[src/rtl/ctrl_encode_pkg.sv]
// Shared control encodings for the data-memory path: access types, store-buffer
// depth default and the alignment rule used by both store and load sides.
package ctrl_encode;

    typedef enum logic [2:0] {
        DM_WORD  = 3'b000,
        DM_HALF  = 3'b001,
        DM_HALFU = 3'b010,
        DM_BYTE  = 3'b011,
        DM_BYTEU = 3'b100
    } dm_type_e;

    localparam int unsigned DM_SB_DEPTH = 4;

    // Unlisted encodings behave as word accesses, so they carry the word rule.
    function automatic logic dm_misaligned(input logic [2:0] t, input logic [1:0] off);
        logic res;
        case (t)
            DM_HALF, DM_HALFU: res = off[0];
            DM_BYTE, DM_BYTEU: res = 1'b0;
            default:           res = (off != 2'b00);
        endcase
        return res;
    endfunction

endpackage

[src/rtl/dm_lane_align.sv]
// Byte-lane steering for stores (enables + replication) and lane selection
// with sign/zero extension for loads.
module dm_lane_align
    import ctrl_encode::*;
(
    input  logic [2:0]  dmtype_i,
    input  logic [1:0]  off_i,
    input  logic [31:0] st_data_i,
    output logic [3:0]  st_be_o,
    output logic [31:0] st_lanes_o,
    input  logic [31:0] ld_word_i,
    output logic [31:0] ld_data_o
);

    logic [15:0] sel_h;
    logic [7:0]  sel_b;

    assign sel_h = off_i[1] ? ld_word_i[31:16] : ld_word_i[15:0];
    assign sel_b = 8'(ld_word_i >> {off_i, 3'b000});

    always_comb begin
        st_be_o    = 4'b1111;
        st_lanes_o = st_data_i;
        ld_data_o  = ld_word_i;
        case (dmtype_i)
            DM_HALF, DM_HALFU: begin
                st_be_o    = 4'b0011 << off_i;
                st_lanes_o = {2{st_data_i[15:0]}};
                ld_data_o  = (dmtype_i == DM_HALF) ? {{16{sel_h[15]}}, sel_h}
                                                   : {16'b0, sel_h};
            end
            DM_BYTE, DM_BYTEU: begin
                st_be_o    = 4'b0001 << off_i;
                st_lanes_o = {4{st_data_i[7:0]}};
                ld_data_o  = (dmtype_i == DM_BYTE) ? {{24{sel_b[7]}}, sel_b}
                                                   : {24'b0, sel_b};
            end
            default: ;
        endcase
    end

endmodule

[src/rtl/dm_store_buffer.sv]
// Store buffer between the CPU memory stage and backing memory: FIFO of
// aligned stores drained by a req/gnt handshake, with store-to-load merge.
module dm_store_buffer
    import ctrl_encode::*;
#(
    parameter int unsigned DEPTH = DM_SB_DEPTH,
    parameter int unsigned AW    = 32
) (
    input  logic                     clk,
    input  logic                     rstn,
    input  logic                     mem_we,
    input  logic                     mem_re,
    input  logic [AW-1:0]            addr,
    input  logic [31:0]              wdata,
    input  logic [2:0]               dmtype,
    output logic [31:0]              rdata,
    output logic                     stall_o,
    output logic                     misalign,
    output logic                     wr_req,
    input  logic                     wr_gnt,
    output logic [AW-3:0]            wr_addr,
    output logic [31:0]              wr_data,
    output logic [3:0]               wr_be,
    output logic [AW-3:0]            rd_addr,
    input  logic [31:0]              rd_data,
    output logic [$clog2(DEPTH):0]   count
);

    localparam int unsigned PW = $clog2(DEPTH);
    localparam int unsigned CW = PW + 1;

    logic [AW-3:0]   ent_addr_q [DEPTH];
    logic [31:0]     ent_data_q [DEPTH];
    logic [3:0]      ent_be_q   [DEPTH];
    logic [DEPTH-1:0] valid_q, valid_d;
    logic [PW-1:0]   head_q, head_d, tail_q, tail_d;
    logic [CW-1:0]   count_q, count_d;

    logic            mis, full, push, pop;
    logic [3:0]      st_be;
    logic [31:0]     st_lanes, merged, ld_data;

    assign mis  = dm_misaligned(dmtype, addr[1:0]);
    assign full = (count_q == CW'(DEPTH));
    assign pop  = wr_req & wr_gnt;
    assign push = mem_we & ~mis & (~full | pop);

    assign wr_req   = (count_q != '0);
    assign wr_addr  = ent_addr_q[head_q];
    assign wr_data  = ent_data_q[head_q];
    assign wr_be    = ent_be_q[head_q];
    assign count    = count_q;
    assign rd_addr  = addr[AW-1:2];
    assign stall_o  = mem_we & full & ~pop;
    assign misalign = rstn & (mem_we | mem_re) & mis;
    assign rdata    = (mem_re & ~mem_we & ~mis) ? ld_data : '0;

    dm_lane_align u_lane (
        .dmtype_i   (dmtype),
        .off_i      (addr[1:0]),
        .st_data_i  (wdata),
        .st_be_o    (st_be),
        .st_lanes_o (st_lanes),
        .ld_word_i  (merged),
        .ld_data_o  (ld_data)
    );

    // Pop is applied before push so a full-buffer push into the slot being
    // vacated leaves that slot valid.
    always_comb begin
        head_d  = head_q;
        tail_d  = tail_q;
        valid_d = valid_q;
        count_d = count_q;
        if (pop) begin
            valid_d[head_q] = 1'b0;
            head_d          = head_q + PW'(1);
        end
        if (push) begin
            valid_d[tail_q] = 1'b1;
            tail_d          = tail_q + PW'(1);
        end
        case ({push, pop})
            2'b10:   count_d = count_q + CW'(1);
            2'b01:   count_d = count_q - CW'(1);
            default: ;
        endcase
    end

    always_ff @(posedge clk or negedge rstn) begin
        if (!rstn) begin
            head_q  <= '0;
            tail_q  <= '0;
            count_q <= '0;
            valid_q <= '0;
        end else begin
            head_q  <= head_d;
            tail_q  <= tail_d;
            count_q <= count_d;
            valid_q <= valid_d;
        end
    end

    always_ff @(posedge clk) begin
        if (push) begin
            ent_addr_q[tail_q] <= addr[AW-1:2];
            ent_data_q[tail_q] <= st_lanes;
            ent_be_q[tail_q]   <= st_be;
        end
    end

    // Walk entries oldest to newest so younger stores overwrite older bytes.
    always_comb begin
        logic [PW-1:0] idx;
        merged = rd_data;
        idx    = head_q;
        for (int unsigned i = 0; i < DEPTH; i++) begin
            idx = head_q + PW'(i);
            if ((CW'(i) < count_q) && valid_q[idx] && (ent_addr_q[idx] == addr[AW-1:2])) begin
                for (int unsigned b = 0; b < 4; b++) begin
                    if (ent_be_q[idx][b]) merged[8*b +: 8] = ent_data_q[idx][8*b +: 8];
                end
            end
        end
    end

endmodule

[config.mk]
export PLATFORM = sky130hd
export DESIGN_NAME = dm_store_buffer
export DESIGN_NICKNAME = d
export VERILOG_FILES = /design/src/rtl/ctrl_encode_pkg.sv /design/src/rtl/dm_lane_align.sv /design/src/rtl/dm_store_buffer.sv
export SDC_FILE = /design/constraint.sdc
export NUM_CORES = 1
export LEC_CHECK = 0
export ABC_AREA = 1
export CORE_ASPECT_RATIO = 1.2
export CORE_UTILIZATION = 47
export DETAILED_ROUTE_END_ITERATION = 8
export GPL_ROUTABILITY_DRIVEN = 0
export PLACE_DENSITY = 0.69
export SYNTH_ARGS = -nofsm -noshare
export SYNTH_HDL_FRONTEND = slang
export SYNTH_SLANG_ARGS = --single-unit
[constraint.sdc]
create_clock -name clk -period 6.4 [get_ports clk]
set_input_delay 0.96 -clock clk [delete_from_list [all_inputs] [get_ports clk]]
set_output_delay 0.96 -clock clk [all_outputs]
set_load 0.03 [all_outputs]
==> flow_summary.yaml <==
run_status:
  status: "finished with violations"
  violations: "DRC"
die:
  pin_count: 238
  die_h_um: 234.7
  initial_core_util_pct: 48.05
  core_sq_mm: 0.04414
  dieArea_sq_mm: 0.04599
  rows: 84
  die_x_um: 195.9
clock_tree:
  clk_path_buf_depth: 3
  clock_sinks: 275
  clockRootBuffer: "clkbuf_16"
  cts_tree: "built"
  clkLatencyLatePin_ns: 0.57
  numCtsBuffers: 34
  clk_pin_slew_ns: 0.06
  htreeDepth: 2
  ctsHoldBuffers: 0
global_route:
  use_met1_pct: 39.65
  met2_usage_pct: 56.57
  grt.overflow.total: 0
  grt_first_pass_wirelength_um: 121800
  grt_max_degree: 191
  top_usage_layer: "met2"
  grt_util_all_layers_pct: 34.79
  use_met3_pct: 7.263
  antenna_found_initial: 0
  grt_pass1_vias: 21370
logic_synthesis:
  synth_edf_count: 264
  postSynthAreaPerCell_sq_um: 6.657
  ys_ff_latch: 275
  synth-seq-area-share_pct: 38.67
  yosysWarningCount: 0
  syn_nets: 3303
  synth_flop_cell: "edfxtp_1"
  synth_top_area_share_pct: 37.38
  synth_top_area_cell: "edfxtp_1"
  async_reset_ff_share_pct: 4.000
  netlist-cell-type-count: 46
  ys_top_cells_by_area: "edfxtp_1, nand2_1, nand3_1"
  netlist_area_sq_mm: 0.02121
  synthesis.instances: 3186
detailed_routing:
  ant_nets: 0
  num_vias: 23000
  drtIter0Drc: 2723
  route.detailed.drc: 5
  wirelength_um: 81650
  drt_pass1_iterations: 9
  wl_per_cell_um: 20.85
  via_per_inst: 5.872
critical_path:
  path_max_fanout: 190
  arrival_ns: 5.30
  worstSetupPathType: "reg2out"
  path_cells: "buf_12 -> nand2_1 -> nand3_1 -> nand2_1 -> nand2_1 -> nand2_1 -> nor2_1 -> nand2_1 -> nor2_1 -> nand2_1 -> nor2_2 -> buf_4 -> nand2_1 -> inv_1 -> nor2_1 -> o21ai_0 -> nand3_1 -> nand2_1 -> nand3_1 -> nand3_1 -> nand2_1 -> a21oi_1 -> buf_4"
  startpoint_type: "register"
  worstSetupEndpointType: "output pin"
  slowest_delay_ns: 0.46
  crit_slowest_cell: "dfrtp_4"
  worst_ep_required_time_ns: 5.44
  cp_common_cell: "nand2_1"
timing:
  final.period_utilization_pct: 97.84
  fmax_mhz: 159.7
  layout_min_cycle_time_ns: 6.262
  hold_ws_ns: 0.5209
  setup_ws_ns: 0.1382
  setup_viol: 0
  finalHoldViolCount: 0
  worst_slew_pin_slew_ns: 0.9896
  fin_tns_setup_ns: 0
  skew_ns: 0.02182
  rsz0062_at_grt: "no"
  maxSlewViolCount: 0
  slew_headroom_pct: 34.03
finish:
  final_cell_mix: "nand2_1, nand3_1, inv_1, o21ai_0, edfxtp_1"
  drive_above_1_share_pct: 5.569
  areaGrowthSynthToFinish_pct: 17.54
  final_nets: 3449
  diodes: 0
  final_common_cell: "nand2_1"
  fin_util_pct: 56.48
flow_run:
  cap_violations: 0
min_path:
  hp-class: "reg2reg"
placed_design:
  portBuffers: 237
  pre_cts_slack_ns: 0.6380
  detailed_place_hpwl_um: 58770
power:
  leakage_nw: 11.58
  p_sw_mw: 7.080
  comb_power_share_pct: 66.3
  p_int_mw: 5.809
  seqPwrFrac_pct: 18.6
  power.density_mw_per_mm2: 517.0
  clock_power_share_pct: 15.1
  ir_drop_v: 0.0006275
  sw_frac_of_total_pct: 54.93
==> kinds of logic (layout without fill, tap and decap cells) <==
| group | Yosys count | after routing | share of synthesized area, % |
|---|---|---|---|
| compound gates | 396 | 396 | 10.22 |
| fa+ha+maj | 13 | 13 | 0.7669 |
| simple gates | 1971 | 1971 | 38.97 |
| mux | 4 | 4 | 0.1888 |
| xor+xnor | 19 | 19 | 0.7846 |
| flops | 275 | 275 | 38.67 |
| buf+inv | 508 | 680 | 10.39 |
==> final cells by class <==
| type | count | area [sq um] |
|---|---|---|
| multi-input combinational | 2403 | 10860 |
| clock inverter | 22 | 219.0 |
| sequential | 275 | 8210 |
| timing repair buffer | 279 | 2773 |
| inverter | 339 | 1287 |
| clock buffer | 40 | 883.3 |
| fill | 4175 | 19210 |
| tap | 559 | 699.4 |
==> cells in the mapped netlist, types with 4 or more instances <==
cell type / instances
o21ai_1: 13
o22ai_1: 9
buf_2: 44
dfrtp_1: 11
ha_1: 13
and2_1: 7
o21ai_0: 273
nand3_1: 458
buf_1: 11
buf_6: 11
nor2_1: 205
o21a_1: 7
xor2_1: 17
clkbuf_1: 61
nand4_1: 27
buf_4: 42
and2_0: 4
nor3_1: 14
mux2i_1: 4
nand2_1: 1204
or2_2: 9
inv_1: 325
edfxtp_1: 264
nor3b_1: 4
a21oi_1: 34
nor2_2: 7
inv_2: 12
nand2_2: 11
nand3b_1: 8
o211ai_1: 54
==> worst paths after layout <==
check | from | to | slack, ns | cells past startpoint
max | head_q[0] | rdata[1] | 0.14 | 23
min | valid_q[2] | valid_q[2] | 0.52 | 2
max reg2reg | count[0] | ent_addr_q[0][4] | 3.22 | 8
min reg2reg | valid_q[2] | valid_q[2] | 0.52 | 2
max in group asynchronous | rstn | head_q[0] | 5.18 | 1
min in group asynchronous | rstn | valid_q[0] | 0.77 | 1
==> power by group through the flow <==
stage | registers, mW | logic, mW | clock network (mW)
CTS | 2.39 | 8.19 | 1.95
global placement | 2.42 | 8.05 | 0
floorplan | 2.43 | 5.57 | 0
global route | 2.42 | 9.18 | 2.02
detailed placement | 2.43 | 8.16 | 0
finish | 2.40 | 8.54 | 1.95
==> through the flow <==
stage	area, sq um	instances	total power [mW]
CTS	24880	3916	12.53
global route	24930	3917	13.62
finish	24930	3917	12.89
detailed placement	23780	3854	10.58
global placement	23780	3854	10.47
floorplan	21210	3186	7.996
==> critical path, delay by kind of cell (launching register included) <==
kind,cells,cell delay (ns)
buffers and inverters,4,1.25
DFF,1,0.46
AOI/OAI and AO/OA,2,0.43
and+or+nand+nor,17,2.31
==> metal layers <==
metal	vias up	wire [um]
met5	-	0
met2	1516	37040
met3	405	8794
met1	10370	28410
met4	0	7414
li1	10710	-
==> timing repair <==
| item | 4_1_cts | 5_1_grt |
|---|---|---|
| setup endpoints to repair | 0 | 32 |
| buffers inserted | 0 | 1 |
| resized for setup | 0 | 14 |
==> state kept, by name (all words and copies together), names as in the netlist <==
register and cells:
count 3, tail_q 2, valid_q 4, head_q 2, ent_addr_q 120, ent_data_q 128
ent_be_q 16
Power figures use the tool's default switching activity.
